$ cat src/rtl/multicycle_pkg.sv
// Shared definitions for the multi-cycle MIPS sequencer.
//   - opcode constants for the supported instruction classes
//   - 4-bit state encodings (values are visible on state_o for debug)
//   - encodings of the datapath selects: ALU operation, PC source, ALU B operand
//   - the bundle of datapath control strobes driven by the sequencer
package multicycle_pkg;

  localparam logic [5:0] OP_R    = 6'b000000;
  localparam logic [5:0] OP_LW   = 6'b100011;
  localparam logic [5:0] OP_SW   = 6'b101011;
  localparam logic [5:0] OP_BEQ  = 6'b000100;
  localparam logic [5:0] OP_J    = 6'b000010;
  localparam logic [5:0] OP_ADDI = 6'b001000;

  typedef enum logic [3:0] {
    ST_IDLE      = 4'd0,
    ST_FETCH     = 4'd1,
    ST_DECODE    = 4'd2,
    ST_MEM_ADDR  = 4'd3,
    ST_MEM_READ  = 4'd4,
    ST_MEM_WB    = 4'd5,
    ST_MEM_WRITE = 4'd6,
    ST_R_EXEC    = 4'd7,
    ST_R_WB      = 4'd8,
    ST_BRANCH    = 4'd9,
    ST_JUMP      = 4'd10,
    ST_ADDI_EXEC = 4'd11,
    ST_ADDI_WB   = 4'd12,
    ST_TRAP      = 4'd15
  } state_t;

  typedef enum logic [1:0] {
    ALU_ADD   = 2'b00,
    ALU_SUB   = 2'b01,
    ALU_FUNCT = 2'b10
  } alu_op_t;

  typedef enum logic [1:0] {
    PC_SRC_ALU    = 2'b00,
    PC_SRC_ALUOUT = 2'b01,
    PC_SRC_JUMP   = 2'b10
  } pc_src_t;

  typedef enum logic [1:0] {
    SRC_B_REG     = 2'b00,
    SRC_B_FOUR    = 2'b01,
    SRC_B_IMM     = 2'b10,
    SRC_B_IMM_SH2 = 2'b11
  } alu_src_b_t;

  typedef struct packed {
    logic       mem_read;
    logic       mem_write;
    logic       i_or_d;
    logic       ir_write;
    logic       pc_write;
    pc_src_t    pc_src;
    logic       alu_src_a;
    alu_src_b_t alu_src_b;
    alu_op_t    alu_op;
    logic       reg_dst;
    logic       mem_to_reg;
    logic       reg_write;
  } ctrl_t;

  // States that hold a request to the shared memory and wait on its ready.
  function automatic logic is_mem_wait(input state_t s);
    return (s == ST_FETCH) || (s == ST_MEM_READ) || (s == ST_MEM_WRITE);
  endfunction

endpackage

$ cat src/rtl/mem_wait_timer.sv
// Counts cycles spent waiting on the shared memory.
//   clk_i    : clock
//   rst_i    : synchronous active-high reset
//   clear    : force the count to zero (takes priority over enable)
//   enable   : count one more wait cycle
//   timeout  : count has reached MEM_TIMEOUT
// The count saturates at MEM_TIMEOUT so timeout stays asserted until cleared.
module mem_wait_timer #(
  parameter int unsigned MEM_TIMEOUT = 16
) (
  input  logic clk_i,
  input  logic rst_i,
  input  logic clear,
  input  logic enable,
  output logic timeout
);

  localparam logic [7:0] LIMIT = 8'(MEM_TIMEOUT);

  logic [7:0] count;

  // NOTE: sequential state is written with non-blocking assignments only, so
  // every flop samples values from before the edge regardless of block order.
  always_ff @(posedge clk_i) begin
    if (rst_i) begin
      count <= '0;
    end else if (clear) begin
      count <= '0;
    end else if (enable && (count != LIMIT)) begin
      count <= count + 8'd1;
    end
  end

  assign timeout = (count == LIMIT);

endmodule

$ cat src/rtl/multicycle_ctrl.sv
// Multi-cycle sequencer for the MIPS datapath. Steps each instruction through
// fetch / decode / execute / memory / writeback, handshakes with a
// variable-latency shared memory, counts retired instructions and traps on an
// illegal opcode or a memory timeout.
// Ports:
//   clk_i, rst_i            : clock, synchronous active-high reset
//   start_i                 : run enable, sampled in IDLE and at retire
//   op_i                    : IR[31:26], valid from DECODE onward
//   zero_i                  : ALU zero flag (branch decision)
//   mem_ready_i             : memory completes the current request this cycle
//   mem_read_o/mem_write_o  : memory request strobes
//   i_or_d_o                : memory address select (0 PC, 1 ALUOut)
//   ir_write_o, pc_write_o  : instruction register / PC load enables
//   pc_src_o                : PC source select
//   alu_src_a_o/alu_src_b_o : ALU operand selects
//   alu_op_o                : operation class to ALU_Control
//   reg_dst_o, mem_to_reg_o : register write address / data selects
//   reg_write_o             : register file write enable
//   state_o, busy_o, err_o  : debug state, activity, sticky trap flag
//   retired_o               : retired-instruction count (wraps)
module multicycle_ctrl
  import multicycle_pkg::*;
#(
  parameter int unsigned MEM_TIMEOUT = 16,
  parameter int unsigned CNT_W       = 32
) (
  input  logic             clk_i,
  input  logic             rst_i,
  input  logic             start_i,
  input  logic [5:0]       op_i,
  input  logic             zero_i,
  input  logic             mem_ready_i,
  output logic             mem_read_o,
  output logic             mem_write_o,
  output logic             i_or_d_o,
  output logic             ir_write_o,
  output logic             pc_write_o,
  output logic [1:0]       pc_src_o,
  output logic             alu_src_a_o,
  output logic [1:0]       alu_src_b_o,
  output logic [1:0]       alu_op_o,
  output logic             reg_dst_o,
  output logic             mem_to_reg_o,
  output logic             reg_write_o,
  output logic [3:0]       state_o,
  output logic             busy_o,
  output logic             err_o,
  output logic [CNT_W-1:0] retired_o
);

  state_t           state_q, state_d;
  ctrl_t            ctrl;
  logic             retire;
  logic             err_q;
  logic [CNT_W-1:0] retired_q;

  logic in_wait;
  logic timer_clear;
  logic timer_enable;
  logic timer_timeout;

  // The timer sits at zero outside the wait states and is cleared as a request
  // completes, so every FETCH / MEM_READ / MEM_WRITE visit starts from zero.
  assign in_wait      = is_mem_wait(state_q);
  assign timer_clear  = !in_wait || mem_ready_i;
  assign timer_enable = in_wait && !mem_ready_i;

  mem_wait_timer #(
    .MEM_TIMEOUT(MEM_TIMEOUT)
  ) u_timer (
    .clk_i   (clk_i),
    .rst_i   (rst_i),
    .clear   (timer_clear),
    .enable  (timer_enable),
    .timeout (timer_timeout)
  );

  // NOTE: every signal written here gets a default before the case statement,
  // so no path leaves a value unassigned and no latch is inferred.
  always_comb begin
    state_d = state_q;
    ctrl    = '0;
    retire  = 1'b0;

    unique case (state_q)
      ST_IDLE: begin
        if (start_i) state_d = ST_FETCH;
      end

      ST_FETCH: begin
        ctrl.mem_read  = 1'b1;
        ctrl.alu_src_b = SRC_B_FOUR;
        ctrl.alu_op    = ALU_ADD;
        ctrl.pc_src    = PC_SRC_ALU;
        if (mem_ready_i) begin
          ctrl.ir_write = 1'b1;
          ctrl.pc_write = 1'b1;
          state_d       = ST_DECODE;
        end else if (timer_timeout) begin
          state_d = ST_TRAP;
        end
      end

      ST_DECODE: begin
        // ALU forms the branch target PC + (imm << 2) speculatively.
        ctrl.alu_src_b = SRC_B_IMM_SH2;
        ctrl.alu_op    = ALU_ADD;
        case (op_i)
          OP_LW, OP_SW: state_d = ST_MEM_ADDR;
          OP_R:         state_d = ST_R_EXEC;
          OP_BEQ:       state_d = ST_BRANCH;
          OP_J:         state_d = ST_JUMP;
          OP_ADDI:      state_d = ST_ADDI_EXEC;
          default:      state_d = ST_TRAP;
        endcase
      end

      ST_MEM_ADDR: begin
        ctrl.alu_src_a = 1'b1;
        ctrl.alu_src_b = SRC_B_IMM;
        ctrl.alu_op    = ALU_ADD;
        state_d        = (op_i == OP_SW) ? ST_MEM_WRITE : ST_MEM_READ;
      end

      ST_MEM_READ: begin
        ctrl.mem_read = 1'b1;
        ctrl.i_or_d   = 1'b1;
        if (mem_ready_i)        state_d = ST_MEM_WB;
        else if (timer_timeout) state_d = ST_TRAP;
      end

      ST_MEM_WB: begin
        ctrl.reg_write  = 1'b1;
        ctrl.mem_to_reg = 1'b1;
        retire          = 1'b1;
      end

      ST_MEM_WRITE: begin
        ctrl.mem_write = 1'b1;
        ctrl.i_or_d    = 1'b1;
        if (mem_ready_i)        retire  = 1'b1;
        else if (timer_timeout) state_d = ST_TRAP;
      end

      ST_R_EXEC: begin
        ctrl.alu_src_a = 1'b1;
        ctrl.alu_src_b = SRC_B_REG;
        ctrl.alu_op    = ALU_FUNCT;
        state_d        = ST_R_WB;
      end

      ST_R_WB: begin
        ctrl.reg_write = 1'b1;
        ctrl.reg_dst   = 1'b1;
        retire         = 1'b1;
      end

      ST_ADDI_EXEC: begin
        ctrl.alu_src_a = 1'b1;
        ctrl.alu_src_b = SRC_B_IMM;
        ctrl.alu_op    = ALU_ADD;
        state_d        = ST_ADDI_WB;
      end

      ST_ADDI_WB: begin
        ctrl.reg_write = 1'b1;
        retire         = 1'b1;
      end

      ST_BRANCH: begin
        ctrl.alu_src_a = 1'b1;
        ctrl.alu_src_b = SRC_B_REG;
        ctrl.alu_op    = ALU_SUB;
        ctrl.pc_src    = PC_SRC_ALUOUT;
        ctrl.pc_write  = zero_i;
        retire         = 1'b1;
      end

      ST_JUMP: begin
        ctrl.pc_src   = PC_SRC_JUMP;
        ctrl.pc_write = 1'b1;
        retire        = 1'b1;
      end

      ST_TRAP: begin
        state_d = ST_TRAP;
      end

      // Unused encodings are treated as a corrupted sequencer.
      default: state_d = ST_TRAP;
    endcase

    // start_i is only looked at when an instruction completes.
    if (retire) state_d = start_i ? ST_FETCH : ST_IDLE;
  end

  always_ff @(posedge clk_i) begin
    if (rst_i) begin
      state_q   <= ST_IDLE;
      err_q     <= 1'b0;
      retired_q <= '0;
    end else begin
      state_q <= state_d;
      if (state_d == ST_TRAP) err_q <= 1'b1;
      if (retire) retired_q <= retired_q + CNT_W'(1);
    end
  end

  assign mem_read_o   = ctrl.mem_read;
  assign mem_write_o  = ctrl.mem_write;
  assign i_or_d_o     = ctrl.i_or_d;
  assign ir_write_o   = ctrl.ir_write;
  assign pc_write_o   = ctrl.pc_write;
  assign pc_src_o     = ctrl.pc_src;
  assign alu_src_a_o  = ctrl.alu_src_a;
  assign alu_src_b_o  = ctrl.alu_src_b;
  assign alu_op_o     = ctrl.alu_op;
  assign reg_dst_o    = ctrl.reg_dst;
  assign mem_to_reg_o = ctrl.mem_to_reg;
  assign reg_write_o  = ctrl.reg_write;

  assign state_o   = state_q;
  assign busy_o    = (state_q != ST_IDLE) && (state_q != ST_TRAP);
  assign err_o     = err_q;
  assign retired_o = retired_q;

endmodule

$ cat config.mk
export PLATFORM = sky130hd
export DESIGN_NAME = multicycle_ctrl
export DESIGN_NICKNAME = d
export VERILOG_FILES = /design/src/rtl/multicycle_pkg.sv /design/src/rtl/mem_wait_timer.sv /design/src/rtl/multicycle_ctrl.sv
export SDC_FILE = /design/constraint.sdc
export NUM_CORES = 1
export LEC_CHECK = 0
export ABC_AREA = 1
export BUFFER_PORTS_ARGS = -buffer_cell sky130_fd_sc_hd__buf_2
export CAP_MARGIN = 20
export CORE_ASPECT_RATIO = 0.9
export CORE_MARGIN = 3
export CORE_UTILIZATION = 40
export DETAILED_ROUTE_END_ITERATION = 6
export SKIP_LAST_GASP = 1
export SLEW_MARGIN = 20
export SYNTH_ARGS = -nofsm -noshare
export SYNTH_HDL_FRONTEND = slang
export SYNTH_HIERARCHICAL = 1
export SYNTH_SLANG_ARGS = --single-unit
$ cat constraint.sdc
create_clock -name clk_i -period 4.1 [get_ports clk_i]
set_clock_uncertainty 0.05 [all_clocks]
set_input_delay 0.615 -clock clk_i [delete_from_list [all_inputs] [get_ports clk_i]]
set_output_delay 0.615 -clock clk_i [all_outputs]
set_load 0.1 [all_outputs]
==> out/results.env <==
MIN_PERIOD_NS=2.484
SYN-INSTANCE-COUNT=520
TIMING_HOLD_VIOLATIONS_FINAL=0
PLACE.PORT_BUFFERS=63
ROUTE.VIAS.TOTAL=3354
CLK_ROOT_BUFFER_CELL='clkbuf_8'
SEQUENTIAL_SHARE_OF_THE_SYNTHESIZED_AREA_PCT=29.53
ASYNC_RESET_FF_SHARE_PCT=0
FINALSETUPVIOLCOUNT=0
FP.DIEAREA_UM2=8711
PWR-SHARE-CLK_PCT=18.1
NETLIST_TOP_CELLS_AREA='dfxtp_1, nand2_1, nor2_1, inv_1, a21oi_1'
FINAL.SETUP.TNS_NS=0
ACHIEVABLE-FREQUENCY_GHz=0.4026
AREA.SEQUENTIAL_UM2=900.9
GRT_PASS1_VIAS=2875
DRV_SLEW=0
COMBPWRFRAC_PCT=52.1
STATUS='finished, final reports clean'
IO_PINS=64
POSTLAYOUTSETUPSLACKWORST_NS=1.616
SYNTH.DISTINCT_CELLS=30
DETAIL_ROUTE.FIRST_PASS.ITERATIONS=5
CHIPHEIGHT_UM=88.85
WORST-PATH-MAX-FANOUT=8
CLOCKBUFFERDEPTH=2
DRC_ERRORS=0
DATA_REQUIRED_TIME_AT_THE_WORST_ENDPOINT_NS=3.43
UTILIZATION_PCT=48.69
WL_UM=8463
FILLCELLCOUNT=777
IRDROPWORSTVDD_mV=0.3433
CTS_RESIZED=0
DRTITER0DRC=232
CORE_UM2=7221
FINAL_NETS=595
SYN-NUM-NETS=534
WORST_PATH_MAX_DELAY_CELL='dfxtp_1'
YOSYS_REGISTER_BITS=45
GRT_START_MAX_NET_PINS=41
DOMINANTREGCELLSYNTH='dfxtp_1'
CLOCK_SINKS=45
POWER_DENSITY_nW_PER_UM2=465.8
CP.ARRIVAL_NS=1.82
MULTIINPUTGATEAREA_UM2=1857
CRITICAL_PATH_BUF_INV_COUNT=2
CTS_SETUP_BUFFERS=0
WORSTSETUPENDPOINTTYPE='output pin'
FLOORPLAN.ROWS=29
POWER.SHARE.SWITCHING_PCT=55.59
WORST_HOLD_SLACK_NS=0.4089
ANTENNA_CELLS_INSERTED=0
GRT_ANTENNA_BEFORE_REPAIR=0
TIMING.HOLD.WORST_PATH_DEPTH=2
SYNTH.MOST_COMMON_CELL='nand2_1'
WORSTHOLDPATHTYPE='register to register'
CTS_INSERTED_BUFFERS=5
WORST_PATH_LARGEST_CELL_DELAY_NS=0.48
SWITCHING_POWER_mW=0.9103
STATIC-LEAKAGE-POWER_nW=1.604
CELLS_TRAVERSED_ALONG_THE_WORST_TIMING_PATH='inv_2, nor2_4, nand2_1, nor2_2, a211o_1, buf_2'
WORST_PATH_DOMINANT_CELL_FAMILY='buffers and inverters'
POST-SYNTH-TOP-AREA-FRACTION_PCT=29.53
PLACE_WORST_SETUP_SLACK_NS=1.878
DP.FINAL_HPWL_UM=6589
SYNTH-WARNING-COUNT=6
CTS.HTREE.LEVELS=2
TIMING_WORST_SLEW_PIN_VALUE_NS=0.6122
SYNTH.TOP_CELLS.BY_COUNT='nand2_1, nor2_1, inv_1'
UNREPAIRED_SETUP_ENDPOINTS_AFTER_GLOBAL_ROUTING='no'
TRACK_USAGE_PCT=19.72
VIA_PER_INST=4.969
SYNTH_ENABLE_FLOP_CELLS=0
DIE_WIDTH_UM=98.05
AREA_GROWTH_SYN_TO_LAYOUT_PCT=15.26
POSTROUTEANTENNANETS=0
PLACE_CONGESTION=0.9203
POST-LAYOUT-TOTAL-POWER_mW=1.638
GRT.OVERFLOW.TOTAL=0
CTS_HOLD_BUFFERS_ADDED=0
POWER.SEQUENTIAL.FRACTION_PCT=29.8
WL_PER_CELL_UM=12.54
SHARE_OF_POST_ROUTE_CELLS_WITH_DRIVE_STRENGTH_ABOVE_1_PCT=16.32
FINAL.PERIOD_UTILIZATION_PCT=60.59
GRT_FIRST_PASS_WIRELENGTH_UM=14030
WORSTSETUPPATHTYPE='register to output pin'
WORST-R2R-CELL-COUNT=11
SYNTH.AVG_CELL_AREA_UM2=5.866
SYN-CELL-AREA_UM2=3050
CRITICAL_PATH.STARTPOINT_TYPE='register'
POST-SYNTH-TOP-AREA-CELL='dfxtp_1'
WORSTSETUPPATHDEPTH=6
POWER.INTERNAL_mW=0.7272
TRITONCTS='yes'
MAX_CAPACITANCE_VIOLATION_COUNT=0
CLK_PIN_SLEW_NS=0.08
MAX-SLEW-MARGIN-REL_PCT=58.91
CLOCK_LATENCY_NS=0.30
INITIAL_CELL_DENSITY_OF_THE_CORE_PCT=42.25
-- cells in the final DEF (no fill, tap or decap) --
cell type and instances:
o21ai_0 12, ha_1 3, o21ai_1 2, nand2_1 184, nand3_1 24, nand3_2 1, nor3_2 2, nand3b_1 9
nor2_1 79, clkinv_4 1, xnor2_1 1, nand2_2 4, a21oi_1 34, inv_2 7, nand4_1 10, dfxtp_1 45
and2_1 1, and3_1 2, o22ai_1 1, clkbuf_8 6, nor2_2 5, clkinv_2 2, inv_1 53, xor2_1 10
nand2_4 2, nor3_1 16, a211o_1 1, nor2_4 2, buf_2 63
-- sequential cells by signal (all words and copies together) (netlist names) --
name,flops
err_o,1
u_timer/count,8
retired_o,32
state_o,4
-- power groups by stage --
stage | Combinational, mW | Sequential (mW) | Clock, mW
after floorplan | 0.626 | 0.608 | 0
after global placement | 0.861 | 0.496 | 0
after detailed placement | 0.859 | 0.498 | 0
after CTS | 0.862 | 0.488 | 0.307
after global routing | 0.917 | 0.492 | 0.320
final | 0.854 | 0.488 | 0.296
-- path summary, 6_finish.rpt --
| check | start | to | slack, ns |
|---|---|---|---|
| min | err_o | err_o | 0.41 |
| max reg2reg | state_o[0] | err_o | 1.87 |
| max | state_o[0] | pc_write_o | 1.62 |
| min reg2reg | err_o | err_o | 0.41 |
-- per-stage QoR --
step / cells / area [µm²]
4_1_cts: 675 / 3516
6_report: 675 / 3516
3_5_place_dp: 667 / 3420
5_1_grt: 675 / 3516
3_3_place_gp: 667 / 3420
2_1_floorplan: 520 / 3053
-- worst reg2reg max path, cell delays in order, from the launching register on --
cell,delay [ns]
dfxtp_1,0.48
inv_2,0.11
nor2_4,0.14
nand2_1,0.12
nand2_1,0.12
nor2_4,0.05
nand2_4,0.32
clkinv_2,0.38
nand2_1,0.19
nor2_1,0.05
nand3_1,0.06
nand2_1,0.05
-- cell type report --
class | count | share of cell area, %
multi-input cells | 405 | 52.81
flip-flops and latches | 45 | 25.62
repair buffers | 63 | 8.968
inverters | 61 | 6.548
well taps | 93 | 3.310
clock buffers | 6 | 2.349
clock inverters | 2 | 0.3915
-- layer usage --
metal  GRT usage, %  share of wire (%)
met3          3.152                6.9
met5              0                  0
met2          29.30                 41
met1          29.62                 51
met4          4.906               0.89
-- cells by family after synthesis --
group / Yosys count / share of synthesized area [%]
and+or+nand+nor: 341 / 48.03
buffers and inverters: 70 / 9.680
AOI/OAI and AO/OA: 50 / 8.367
DFF: 45 / 29.53
xor gates and xnor gates: 11 / 3.158
adders and majority gates: 3 / 1.231
(Power assumes the default switching activity.)
